### config.mk
export PLATFORM = sky130hd
export DESIGN_NAME = int_to_float
export DESIGN_NICKNAME = d
export VERILOG_FILES = /design/src/rtl/float_pkg.sv /design/src/rtl/int_to_float.sv
export SDC_FILE = /design/constraint.sdc
export NUM_CORES = 1
export LEC_CHECK = 0
export CORE_UTILIZATION = 55
export CTS_BUF_LIST = sky130_fd_sc_hd__clkbuf_16
export DETAILED_ROUTE_END_ITERATION = 10
export DONT_BUFFER_PORTS = 1
export PLACE_DENSITY = 0.78
export SLEW_MARGIN = 20
export SYNTH_ARGS = -nofsm -noshare
export SYNTH_HDL_FRONTEND = slang
export SYNTH_SLANG_ARGS = --single-unit
### constraint.sdc
create_clock -name clk -period 5.95 [get_ports clk]
set_input_delay 0.595 -clock clk [delete_from_list [all_inputs] [get_ports clk]]
set_output_delay 0.595 -clock clk [all_outputs]
set_load 0.01 [all_outputs]
### src/rtl/float_pkg.sv
// Shared binary32 constants and the converter state encoding.
// The float adder and the future float_to_int use this package too.
package float_pkg;

  localparam int unsigned F32_FRAC_W = 23;
  localparam int unsigned F32_EXP_W  = 8;
  localparam logic [F32_EXP_W-1:0] F32_BIAS = 8'd127;
  localparam logic [31:0] F32_ZERO = 32'h0000_0000;

  typedef enum logic [2:0] {
    GET_A,
    CONVERT,
    NORMALISE,
    ROUND,
    PACK,
    PUT_Z
  } state_t;

endpackage

### src/rtl/int_to_float.sv
// Iterative signed int32 to IEEE-754 binary32 converter, round-to-nearest-even.
// Normalisation shifts one bit per cycle; stb/ack handshakes on input and output.
module int_to_float
  import float_pkg::*;
(
  input  logic        clk,
  input  logic        rst_n,
  input  logic [31:0] input_a,
  input  logic        input_a_stb,
  output logic        input_a_ack,
  output logic [31:0] output_z,
  output logic        output_z_stb,
  input  logic        output_z_ack
);

  state_t state_q, state_d;
  logic [31:0] a_q, a_d;
  logic [31:0] m_q, m_d;
  logic [31:0] z_q, z_d;
  logic [F32_EXP_W-1:0] e_q, e_d;
  logic [F32_FRAC_W-1:0] frac_q, frac_d;
  logic sign_q, sign_d;
  logic stb_q, stb_d;
  logic ack_q, ack_d;

  // Guard set and (round or sticky or lsb) => round up; bit 23 of the sum is the carry out.
  logic        round_up;
  logic [23:0] frac_sum;
  assign round_up = m_q[7] & (m_q[6] | (|m_q[5:0]) | m_q[8]);
  assign frac_sum = {1'b0, m_q[30:8]} + {23'd0, round_up};

  always_comb begin
    state_d = state_q;
    a_d     = a_q;
    m_d     = m_q;
    z_d     = z_q;
    e_d     = e_q;
    frac_d  = frac_q;
    sign_d  = sign_q;
    stb_d   = stb_q;
    ack_d   = ack_q;
    case (state_q)
      GET_A: begin
        ack_d = 1'b1;
        if (ack_q && input_a_stb) begin
          a_d     = input_a;
          ack_d   = 1'b0;
          state_d = CONVERT;
        end
      end
      CONVERT: begin
        if (a_q == 32'd0) begin
          z_d     = F32_ZERO;
          state_d = PUT_Z;
        end else begin
          sign_d  = a_q[31];
          // -2^31 negates to itself, which is the correct unsigned magnitude.
          m_d     = a_q[31] ? (~a_q + 32'd1) : a_q;
          e_d     = 8'd31;
          state_d = NORMALISE;
        end
      end
      NORMALISE: begin
        if (m_q[31]) begin
          state_d = ROUND;
        end else begin
          m_d = {m_q[30:0], 1'b0};
          e_d = e_q - 8'd1;
        end
      end
      ROUND: begin
        frac_d = frac_sum[22:0];
        if (frac_sum[23]) e_d = e_q + 8'd1;
        state_d = PACK;
      end
      PACK: begin
        z_d     = {sign_q, e_q + F32_BIAS, frac_q};
        state_d = PUT_Z;
      end
      PUT_Z: begin
        // stb rises on the first PUT_Z edge; z_q is already stable by then.
        if (!stb_q) begin
          stb_d = 1'b1;
        end else if (output_z_ack) begin
          stb_d   = 1'b0;
          ack_d   = 1'b1;
          state_d = GET_A;
        end
      end
      default: state_d = GET_A;
    endcase
  end

  always_ff @(posedge clk or negedge rst_n) begin
    if (!rst_n) begin
      state_q <= GET_A;
      a_q     <= 32'd0;
      m_q     <= 32'd0;
      z_q     <= F32_ZERO;
      e_q     <= '0;
      frac_q  <= '0;
      sign_q  <= 1'b0;
      stb_q   <= 1'b0;
      ack_q   <= 1'b0;
    end else begin
      state_q <= state_d;
      a_q     <= a_d;
      m_q     <= m_d;
      z_q     <= z_d;
      e_q     <= e_d;
      frac_q  <= frac_d;
      sign_q  <= sign_d;
      stb_q   <= stb_d;
      ack_q   <= ack_d;
    end
  end

  assign input_a_ack  = ack_q;
  assign output_z     = z_q;
  assign output_z_stb = stb_q;

endmodule

==> flow_metrics.py, run 1 <==
metrics = {
    "placement": {
        "dpl_cell_area_um2": 6650,
        "gp_congestion": 0.776,
        "portBuffers": 0,
        "post-place-ws_ns": 2.70,
        "placedCellCount": 730,
        "dp_hpwl_mm": 9.03,
    },
    "sta": {
        "post-route-min-period_ns": 3.16,
        "finalSetupTns_ns": 0,
        "worst_slack_ns": 2.79,
        "slew_headroom_pct": 34.5,
        "rsz0062_at_grt": "no",
        "worstMarginPinSlew_ns": 0.982,
        "finalSetupViolations": 0,
        "fmax_mhz": 316,
        "slew_violations": 0,
        "holdWs_ns": 0.133,
        "hold_viol_final": 0,
        "finClkSkew_ns": 0.00402,
        "finalCritPeriodShare_pct": 53.1,
    },
    "drt": {
        "routedWlPerCell_um": 17.0,
        "antenna_left": 0,
        "dr.pass1.iters": 10,
        "dr.first_iter.drc_count": 224,
        "drc": 7,
        "viasPerCell": 6.06,
        "wl_mm": 13.0,
        "vias": 4627,
    },
    "setup_path": {
        "worstPathArrival_ns": 3.47,
        "worstSetupStartpoint": "a_q[9]$_DFFE_PN0P_",
        "critPathMostFrequentCell": "or4_4",
        "cp_num_buf_inv": 0,
        "worstSetupPathType": "flip-flop to flip-flop",
        "reg2reg_to": "e_q[6]$_DFFE_PN0P_",
        "slowest_stage": "o211ai_1",
        "crit_path_start_kind": "flip-flop",
        "cp_num_cells": 6,
        "crit_end": "e_q[6]$_DFFE_PN0P_",
        "cp_top_family": "simple AND/OR/NAND/NOR gates",
        "r2r_slack_ns": 2.79,
        "crit_required_ns": 6.26,
        "crit_chain": "or4_4 > or4_1 > or4_4 > o211ai_1 > nor2_1 > a22o_1",
        "reg2reg_depth": 6,
        "critPathMaxStageDelay_ns": 0.77,
        "reg2reg_from": "a_q[9]$_DFFE_PN0P_",
        "critPathCaptureType": "flip-flop",
        "critPathMaxFanout": 15,
    },
    "floorplanning": {
        "initial_core_util_pct": 57.0,
        "pin_count": 70,
        "die_w_um": 111,
        "fp-row-count": 39,
        "die_y_um": 111,
        "die_area_um2": 12400,
        "fp.coreArea_um2": 11600,
    },
    "cells_and_area": {
        "final_nets": 653,
        "areaGrowthSynthToFinish_pct": 9.99,
        "layout.cells.non_filler": 763,
        "drive_gt1_share_pct": 14.5,
        "fin_area_um2": 7250,
        "antenna_cells": 0,
    },
    "grt": {
        "first_global_vias": 4639,
        "antenna_found_initial": 0,
        "grt-ovfl-total": 0,
        "track_usage_pct": 22.8,
        "grt_first_pass_wirelength_mm": 22.5,
        "grt_max_degree": 134,
    },
    "clock_network": {
        "insertion_delay_ns": 0.42,
        "htree_levels": 4,
        "path_clk_slew_ns": 0.05,
        "cts_tree": "yes",
        "clock_path_buffers": 2,
        "cts_inserted_buffers": 17,
        "cts_resized": 0,
        "root_buffer": "clkbuf_16",
        "clock-sinks": 133,
    },
    "synthesis": {
        "netlist.top_cell.by_area": "dfrtp_1",
        "yosys.area.top_type_share_pct": 50.5,
        "yosys_warnings": 0,
        "synth_most_common_cell": "dfrtp_1",
        "ys_seq_elements": 133,
        "synthArstFlopShare_pct": 100,
        "ys.flop_type": "dfrtp_1",
        "yosysUniqueCellTypes": 49,
        "synth_edf_count": 0,
        "syn_avg_cell_area_um2": 10.6,
        "synthTopCellsByCount": "dfrtp_1 (133), nor2_1 (62), nand2_1 (57)",
        "synth_area_leaders": "dfrtp_1 (51%), xor2_1 (5.7%), mux2_2 (5.3%)",
        "syn-cell-area_um2": 6590,
        "syn_inst": 621,
        "postSynthNetCount": 667,
        "yosysSeqAreaShare_pct": 50.5,
    },
    "outcome": {
        "outcome": "finished, violations left",
        "violations": "design-rule violations",
    },
    "worst_hold_path": {
        "min_path_type": "primary input to async pin",
    },
    "power_and_ir_drop": {
        "peakVddDrop_mv": 0.332,
        "power.density_nw_per_um2": 599,
        "p_leak_nw": 3.06,
    },
    "job": {
        "cap_violations": 0,
    },
}
[layer usage]
| layer | part of all wire, % | GRT usage, % | vias to the layer above |
|---|---|---|---|
| met5 | 0 | 0 | - |
| met4 | 1.5 | 9.91 | 0 |
| met3 | 5.4 | 5.61 | 20 |
| met2 | 46 | 35.6 | 114 |
| met1 | 47 | 30.4 | 2265 |
| li1 | - | - | 2228 |
[worst register-to-register path: stages, from the launching register on]
cell	delay, ns
dfrtp_1	0.45
or4_4	0.57
or4_1	0.42
or4_4	0.47
o211ai_1	0.77
nor2_1	0.13
a22o_1	0.24
[sequential cells by signal, indices dropped and copies added (netlist names)]
register and flops:
sign_q 1, e_q 8, output_z_stb 1, output_z 32, m_q 32, input_a_ack 1
a_q 32, frac_q 23, state_q 3
[stage by stage]
| step | total power, mW | util, % |
|---|---|---|
| 6_report | 4.34 | 62.7 |
| 5_1_grt | 4.66 | 62.7 |
| 4_1_cts | 4.37 | 62.6 |
| 3_5_place_dp | 3.35 | 57.5 |
| 3_3_place_gp | 3.24 | 57.4 |
| 2_1_floorplan | 3.00 | - |
[repair_timing]
item	CTS	global route
setup buffers	0	0
endpoints found under the hold margin	133	0
hold buffers	1	0
[worst min-delay path by stage]
| stage | to |
|---|---|
| floorplan | a_q[0]$_DFFE_PN0P_ |
| global placement | output_z[30]$_DFFE_PN0P_ |
| detailed placement | output_z[28]$_DFFE_PN0P_ |
| global route | output_z[29]$_DFFE_PN0P_ |
| finish | output_z[29]$_DFFE_PN0P_ |
| CTS | output_z[24]$_DFFE_PN0P_ |
[layout make-up]
cell class	count	area, um^2
clock buffers	17	425
clock inverters	15	139
fillers	914	4320
inverters	12	45.0
multi-input cells	438	3070
flip-flops and latches	133	3330
well taps	143	179
repair buffers	5	57.6
[power by group]
group	switching, mW	total (mW)	internal (mW)	leakage, nW
Sequential	0.572	1.90	1.32	1.66
Clock	0.381	0.990	0.609	0.277
Combinational	0.711	1.46	0.747	1.12
[cell usage in the layout, fill, tap and decap left out, types with 4 or more instances in the layout]
cell,netlist,layout
dfrtp_1,133,133
nor2_1,62,61
nand2_1,57,57
xor2_1,43,43
o21ai_0,38,38
mux2_2,31,31
a221o_1,30,30
a22o_1,22,22
xnor2_1,19,19
clkbuf_16,0,17
nand3_1,16,15
a21oi_1,14,14
inv_1,12,12
a22o_2,11,11
o31ai_1,10,10
nand4_1,9,9
nor3_1,10,9
o41ai_1,9,9
ha_1,9,9
nor4_1,7,6
clkinv_2,0,6
buf_4,1,4
[cell families (layout without fill, tap and decap cells)]
group | after synthesis | after routing | synth area share (%)
compound gates | 144 | 144 | 16.7
xor+xnor | 62 | 62 | 8.24
fa+ha+maj | 10 | 10 | 2.01
buf+inv | 50 | 49 | 3.32
flops | 133 | 133 | 50.5
mux | 33 | 33 | 5.60
simple gates | 189 | 189 | 13.6
Note: power is estimated with default switching activity, not from simulation.
==> run 2, diff against run 1 <==
- ABC_AREA: unset -> 1
- clock period: 5.95 -> 3.05 ns (I/O delays scaled with it)
==> flow_metrics.py, run 2 <==
metrics = {
    "outcome": {
        "outcome": "finished, violations left",
        "violations": "negative hold slack",
    },
    "floorplanning": {
        "pin_count": 70,
        "fp.coreArea_um2": 13300,
        "die_y_um": 119,
        "die_w_um": 119,
        "die_area_um2": 14200,
        "initial_core_util_pct": 56.7,
        "fp-row-count": 42,
    },
    "sta": {
        "post-route-min-period_ns": 2.44,
        "fmax_mhz": 410,
        "holdWs_ns": -0.423,
        "hold_viol_final": 133,
        "rsz0062_at_grt": "no",
        "finalCritPeriodShare_pct": 79.9,
        "worstMarginPinSlew_ns": 0.609,
        "finalSetupTns_ns": 0,
        "finalSetupViolations": 0,
        "slew_violations": 0,
        "slew_headroom_pct": 59.4,
        "finClkSkew_ns": 0.00943,
    },
    "power_and_ir_drop": {
        "peakVddDrop_mv": 0.667,
        "power_frac_seq_pct": 38.3,
        "p_leak_nw": 4.09,
        "pwr-share-clk_pct": 22.5,
        "power.density_nw_per_um2": 1090,
        "intPower_mw": 5.00,
        "switchingPower_mw": 3.94,
        "combPwrFrac_pct": 39.2,
        "p_sw_share_pct": 44.1,
    },
    "synthesis": {
        "yosysUniqueCellTypes": 42,
        "synthArstFlopShare_pct": 100,
        "postSynthNetCount": 1090,
        "yosys_warnings": 0,
        "yosys.area.top_type_share_pct": 44.0,
        "netlist.top_cell.by_area": "dfrtp_1",
        "synth_area_leaders": "dfrtp_1 (44%), nand2_1 (17%), nand3_1 (7.6%)",
        "syn-cell-area_um2": 7570,
        "synth_edf_count": 0,
        "yosysSeqAreaShare_pct": 44.0,
        "syn_avg_cell_area_um2": 7.25,
        "ys.flop_type": "dfrtp_1",
        "ys_seq_elements": 133,
        "synthTopCellsByCount": "nand2_1 (344), dfrtp_1 (133), nand3_1 (115)",
        "syn_inst": 1044,
        "synth_most_common_cell": "nand2_1",
    },
    "drt": {
        "viasPerCell": 5.32,
        "drc": 0,
        "dr.first_iter.drc_count": 497,
        "vias": 6507,
        "dr.pass1.iters": 5,
        "wl_mm": 17.1,
        "antenna_left": 0,
        "routedWlPerCell_um": 14.0,
    },
    "clock_network": {
        "htree_levels": 4,
        "cts_resized": 0,
        "cts_inserted_buffers": 17,
        "cts_tree": "yes",
        "root_buffer": "clkbuf_16",
        "insertion_delay_ns": 0.43,
        "path_clk_slew_ns": 0.06,
        "clock_path_buffers": 2,
        "clock-sinks": 133,
        "post_cts_buffers": 0,
    },
    "setup_path": {
        "reg2reg_depth": 14,
        "critPathMostFrequentCell": "nand2_1",
        "cp_top_family": "simple AND/OR/NAND/NOR gates",
        "reg2reg_to": "e_q[7]$_DFFE_PN0P_",
        "worstPathArrival_ns": 2.80,
        "worstSetupStartpoint": "state_q[2]$_DFFE_PN0P_",
        "cp_num_buf_inv": 2,
        "reg2reg_from": "state_q[2]$_DFFE_PN0P_",
        "r2r_slack_ns": 0.61,
        "crit_required_ns": 3.42,
        "slowest_stage": "dfrtp_1",
        "crit_chain": "inv_2 > nand2_2 > nor2_4 > inv_2 > ha_1 > a21oi_1 > nand2_1 > nand2_1 > nand2_1 > nand2_1 > nand2_1 > nor2_1 > nand2_1 > nand2_1",
        "crit_path_start_kind": "flip-flop",
        "critPathCaptureType": "flip-flop",
        "worstSetupPathType": "flip-flop to flip-flop",
        "critPathMaxFanout": 33,
        "critPathMaxStageDelay_ns": 0.46,
    },
    "cells_and_area": {
        "drive_gt1_share_pct": 7.73,
        "areaGrowthSynthToFinish_pct": 8.78,
        "final_nets": 1081,
        "mostFrequentLayoutCells": "nand2_1 (344), dfrtp_1 (133), nand3_1 (114)",
        "nFillCells": 1240,
        "antenna_cells": 0,
        "final_common_cell": "nand2_1",
        "post-route-util_pct": 61.7,
    },
    "placement": {
        "dp_hpwl_mm": 12.4,
        "gp_congestion": 0.885,
        "portBuffers": 0,
    },
    "job": {
        "cap_violations": 0,
    },
    "grt": {
        "antenna_found_initial": 0,
        "grt_max_degree": 134,
        "track_usage_pct": 26.2,
        "grt-ovfl-total": 0,
        "first_global_vias": 6001,
        "grt_first_pass_wirelength_mm": 29.3,
    },
    "worst_hold_path": {
        "min_path_type": "primary input to async pin",
    },
}
-- run 2: changes by cell type after synthesis, sizes merged, moves of 26 or more --
cell and delta:
nand2 +295, nand3 +100, inv +89, nor2 +68
a22o -33, a21oi +32, mux2 -31, xor2 -31
a221o -30, o21ai +26
-- run 2: worst reg2reg max path, cell delays in order (launching register included) --
cell	delay, ns
dfrtp_1	0.46
inv_2	0.11
nand2_2	0.18
nor2_4	0.05
inv_2	0.39
ha_1	0.38
a21oi_1	0.26
nand2_1	0.11
nand2_1	0.09
nand2_1	0.06
nand2_1	0.06
nand2_1	0.05
nor2_1	0.08
nand2_1	0.06
nand2_1	0.06
-- run 2: cell families after synthesis --
kind of cell / share of synthesized area, %
adder cells (fa/ha/maj): 1.75
XOR/XNOR: 2.08
AO/OA/AOI/OAI: 8.91
AND/OR/NAND/NOR: 35.9
buffers and inverters: 7.34
flip-flops: 44.0
-- run 2: how the worst max path moves through the flow --
stage          slack (ns)  cells past startpoint                  to
2_1_floorplan        0.87                     14  e_q[7]$_DFFE_PN0P_
3_3_place_gp         0.71                     14  e_q[7]$_DFFE_PN0P_
3_5_place_dp         0.64                     14  e_q[7]$_DFFE_PN0P_
4_1_cts              0.61                     14  e_q[7]$_DFFE_PN0P_
5_1_grt              0.31                     12  e_q[6]$_DFFE_PN0P_
6_report             0.61                     14  e_q[7]$_DFFE_PN0P_
-- run 2: final cells by class --
cell class / instances / area [um^2] / area share, %
clock buffers: 17 / 425 / 5.17
clock inverters: 15 / 155 / 1.88
inverters: 102 / 384 / 4.67
multi-input cells: 777 / 3690 / 44.8
flip-flops and latches: 133 / 3330 / 40.4
well taps: 176 / 220 / 2.68
repair buffers: 4 / 30.0 / 0.365
-- run 2: per-layer routing --
layer | up-vias | track usage, % | wire (um)
li1 | 3327 | - | -
met1 | 2982 | 36.4 | 7960
met2 | 171 | 40.6 | 7990
met3 | 27 | 5.22 | 855
met4 | 0 | 9.53 | 332
met5 | - | 0 | 0
-- run 2: stage by stage --
step                worst slack, ns  area (um^2)  power [mW]  std cells  hold slack, ns
floorplan                     0.866         7570        6.14       1044         0.00941
global placement              0.710         7650        6.80       1192          0.0126
detailed placement            0.635         7650        6.93       1192          0.0122
CTS                           0.610         8230        8.96       1224          -0.443
global route                  0.309         8230        9.72       1224          -0.440
finish                        0.613         8230        8.93       1224          -0.423
-- run 2: power groups by stage --
stage | combinational, mW | clock, mW | sequential [mW]
3_5_place_dp | 3.48 | 0 | 3.44
3_3_place_gp | 3.39 | 0 | 3.41
2_1_floorplan | 2.93 | 0 | 3.21
5_1_grt | 4.08 | 2.10 | 3.54
6_report | 3.50 | 2.01 | 3.42
4_1_cts | 3.51 | 2.03 | 3.42
==> run 3, diff against run 2 <==
- clock period: 3.05 -> 2.33 ns (I/O delays scaled with it)
==> flow_metrics.py, run 3 (synthesis gave the netlist of run 2 again) <==
metrics = {
    "sta": {
        "finalSetupViolations": 0,
        "slew_violations": 0,
        "holdWs_ns": -0.492,
        "worstMarginPinSlew_ns": 0.608,
        "post-route-min-period_ns": 2.08,
        "slew_headroom_pct": 59.5,
        "finalSetupTns_ns": 0,
        "fmax_mhz": 480,
        "hold_viol_final": 133,
        "worst_slack_ns": 0.245,
        "finalCritPeriodShare_pct": 89.5,
        "rsz0062_at_grt": "no",
        "finClkSkew_ns": 0.00720,
    },
    "setup_path": {
        "reg2reg_from": "state_q[2]$_DFFE_PN0P_",
        "crit_path_start_kind": "flip-flop",
        "critPathCaptureType": "flip-flop",
        "worstSetupPathType": "flip-flop to flip-flop",
        "crit_required_ns": 2.69,
        "worstSetupStartpoint": "state_q[2]$_DFFE_PN0P_",
        "worstPathArrival_ns": 2.44,
        "critPathMaxFanout": 10,
    },
    "power_and_ir_drop": {
        "intPower_mw": 6.82,
        "p_leak_nw": 4.27,
        "power_frac_seq_pct": 37.4,
        "pwr-share-clk_pct": 23.2,
        "p_sw_share_pct": 43.0,
        "power.density_nw_per_um2": 1390,
        "switchingPower_mw": 5.14,
        "combPwrFrac_pct": 39.5,
        "peakVddDrop_mv": 0.565,
    },
    "floorplanning": {
        "die_y_um": 119,
        "die_area_um2": 14200,
        "pin_count": 70,
        "fp.coreArea_um2": 13300,
        "die_w_um": 119,
        "initial_core_util_pct": 56.7,
        "fp-row-count": 42,
    },
    "worst_hold_path": {
        "min_path_type": "primary input to async pin",
    },
    "drt": {
        "vias": 6760,
        "wl_mm": 17.4,
        "routedWlPerCell_um": 13.8,
        "dr.pass1.iters": 8,
        "dr.first_iter.drc_count": 480,
        "antenna_left": 0,
        "drc": 0,
        "viasPerCell": 5.35,
    },
    "placement": {
        "portBuffers": 0,
        "placedCellCount": 1199,
        "dpl_cell_area_um2": 7700,
        "post-place-ws_ns": 0.260,
        "dp_hpwl_mm": 12.2,
        "gp_congestion": 0.897,
    },
    "clock_network": {
        "cts_tree": "yes",
        "post_cts_buffers": 0,
        "cts_inserted_buffers": 17,
        "root_buffer": "clkbuf_16",
        "cts_resized": 0,
        "path_clk_slew_ns": 0.06,
        "insertion_delay_ns": 0.42,
        "clock-sinks": 133,
        "htree_levels": 4,
        "clock_path_buffers": 2,
        "hold_buffers": 32,
    },
    "outcome": {
        "violations": "negative hold slack",
        "outcome": "finished, violations left",
    },
    "cells_and_area": {
        "antenna_cells": 0,
        "fin_area_um2": 8640,
        "layout.cells.non_filler": 1263,
        "final_common_cell": "nand2_1",
        "areaGrowthSynthToFinish_pct": 14.1,
        "final_nets": 1120,
        "mostFrequentLayoutCells": "nand2_1 (344), dfrtp_1 (133), nand3_1 (114)",
        "nFillCells": 1174,
        "post-route-util_pct": 64.7,
        "drive_gt1_share_pct": 8.10,
    },
    "grt": {
        "grt_max_degree": 134,
        "antenna_found_initial": 0,
        "grt_first_pass_wirelength_mm": 29.8,
        "first_global_vias": 6423,
        "track_usage_pct": 26.4,
        "grt-ovfl-total": 0,
    },
    "job": {
        "cap_violations": 0,
    },
}
run 3: cell count changes in the layout (fill, tap and decap cells not counted), sizes merged:
| cell | before | now |
|---|---|---|
| inv | 107 | 102 |
| bufinv | 2 | 4 |
| buf | 4 | 11 |
| clkinv | 7 | 10 |
| dlygate4sd3 | 0 | 32 |
run 3: routing by layer:
layer | global-route usage [%] | vias up | wire (um)
met1 | 35.2 | 3155 | 8040
met3 | 5.36 | 19 | 827
li1 | - | 3393 | -
met5 | 0 | - | 0
met4 | 8.98 | 0 | 265
met2 | 43.0 | 193 | 8250
run 3: critical path: stages (launching register included):
cell and delay, ns:
dfrtp_1 0.38, inv_2 0.10, nand2_2 0.15, nor2_4 0.13, inv_2 0.11, ha_1 0.35
a21oi_1 0.26, inv_1 0.08, nand2_1 0.09, nand4_1 0.08, a21oi_1 0.16, nand2_1 0.08
nand2_1 0.06
run 3: metrics by stage:
step	power (mW)	hold WS, ns
after floorplan	8.03	-0.0626
after global placement	8.93	-0.0592
after detailed placement	9.12	-0.0603
after CTS	12.0	-0.506
after global routing	13.0	-0.508
final	12.0	-0.492
run 3: power by group through the flow:
stage	Combinational, mW	Clock (mW)	Sequential [mW]
finish	4.72	2.77	4.48
floorplan	3.83	0	4.20
detailed placement	4.63	0	4.49
global route	5.43	2.92	4.62
CTS	4.71	2.81	4.46
global placement	4.48	0	4.45
run 3: final cells by class:
class / count / area (um^2) / area share, %
multi-input cells: 777 / 3690 / 42.7
flip-flops and latches: 133 / 3330 / 38.5
clock buffers: 17 / 425 / 4.93
repair buffers: 43 / 403 / 4.67
inverters: 102 / 384 / 4.45
well taps: 176 / 220 / 2.55
clock inverters: 15 / 186 / 2.16
run 3: worst paths after layout:
| kind | endpoint | slack [ns] | cells past startpoint |
|---|---|---|---|
| worst min-delay path | output_z[25]$_DFFE_PN0P_ | -0.49 | 0 |
| min in group clk | input_a_ack$_DFFE_PN0P_ | 0.04 | 3 |
| worst max-delay path | e_q[5]$_DFFE_PN0P_ | 0.25 | 12 |
| max in group asynchronous | a_q[27]$_DFFE_PN0P_ | 2.64 | 0 |
| worst min register to register | output_z[10]$_DFFE_PN0P_ | 0.47 | 2 |
| worst max register to register | e_q[5]$_DFFE_PN0P_ | 0.25 | 12 |
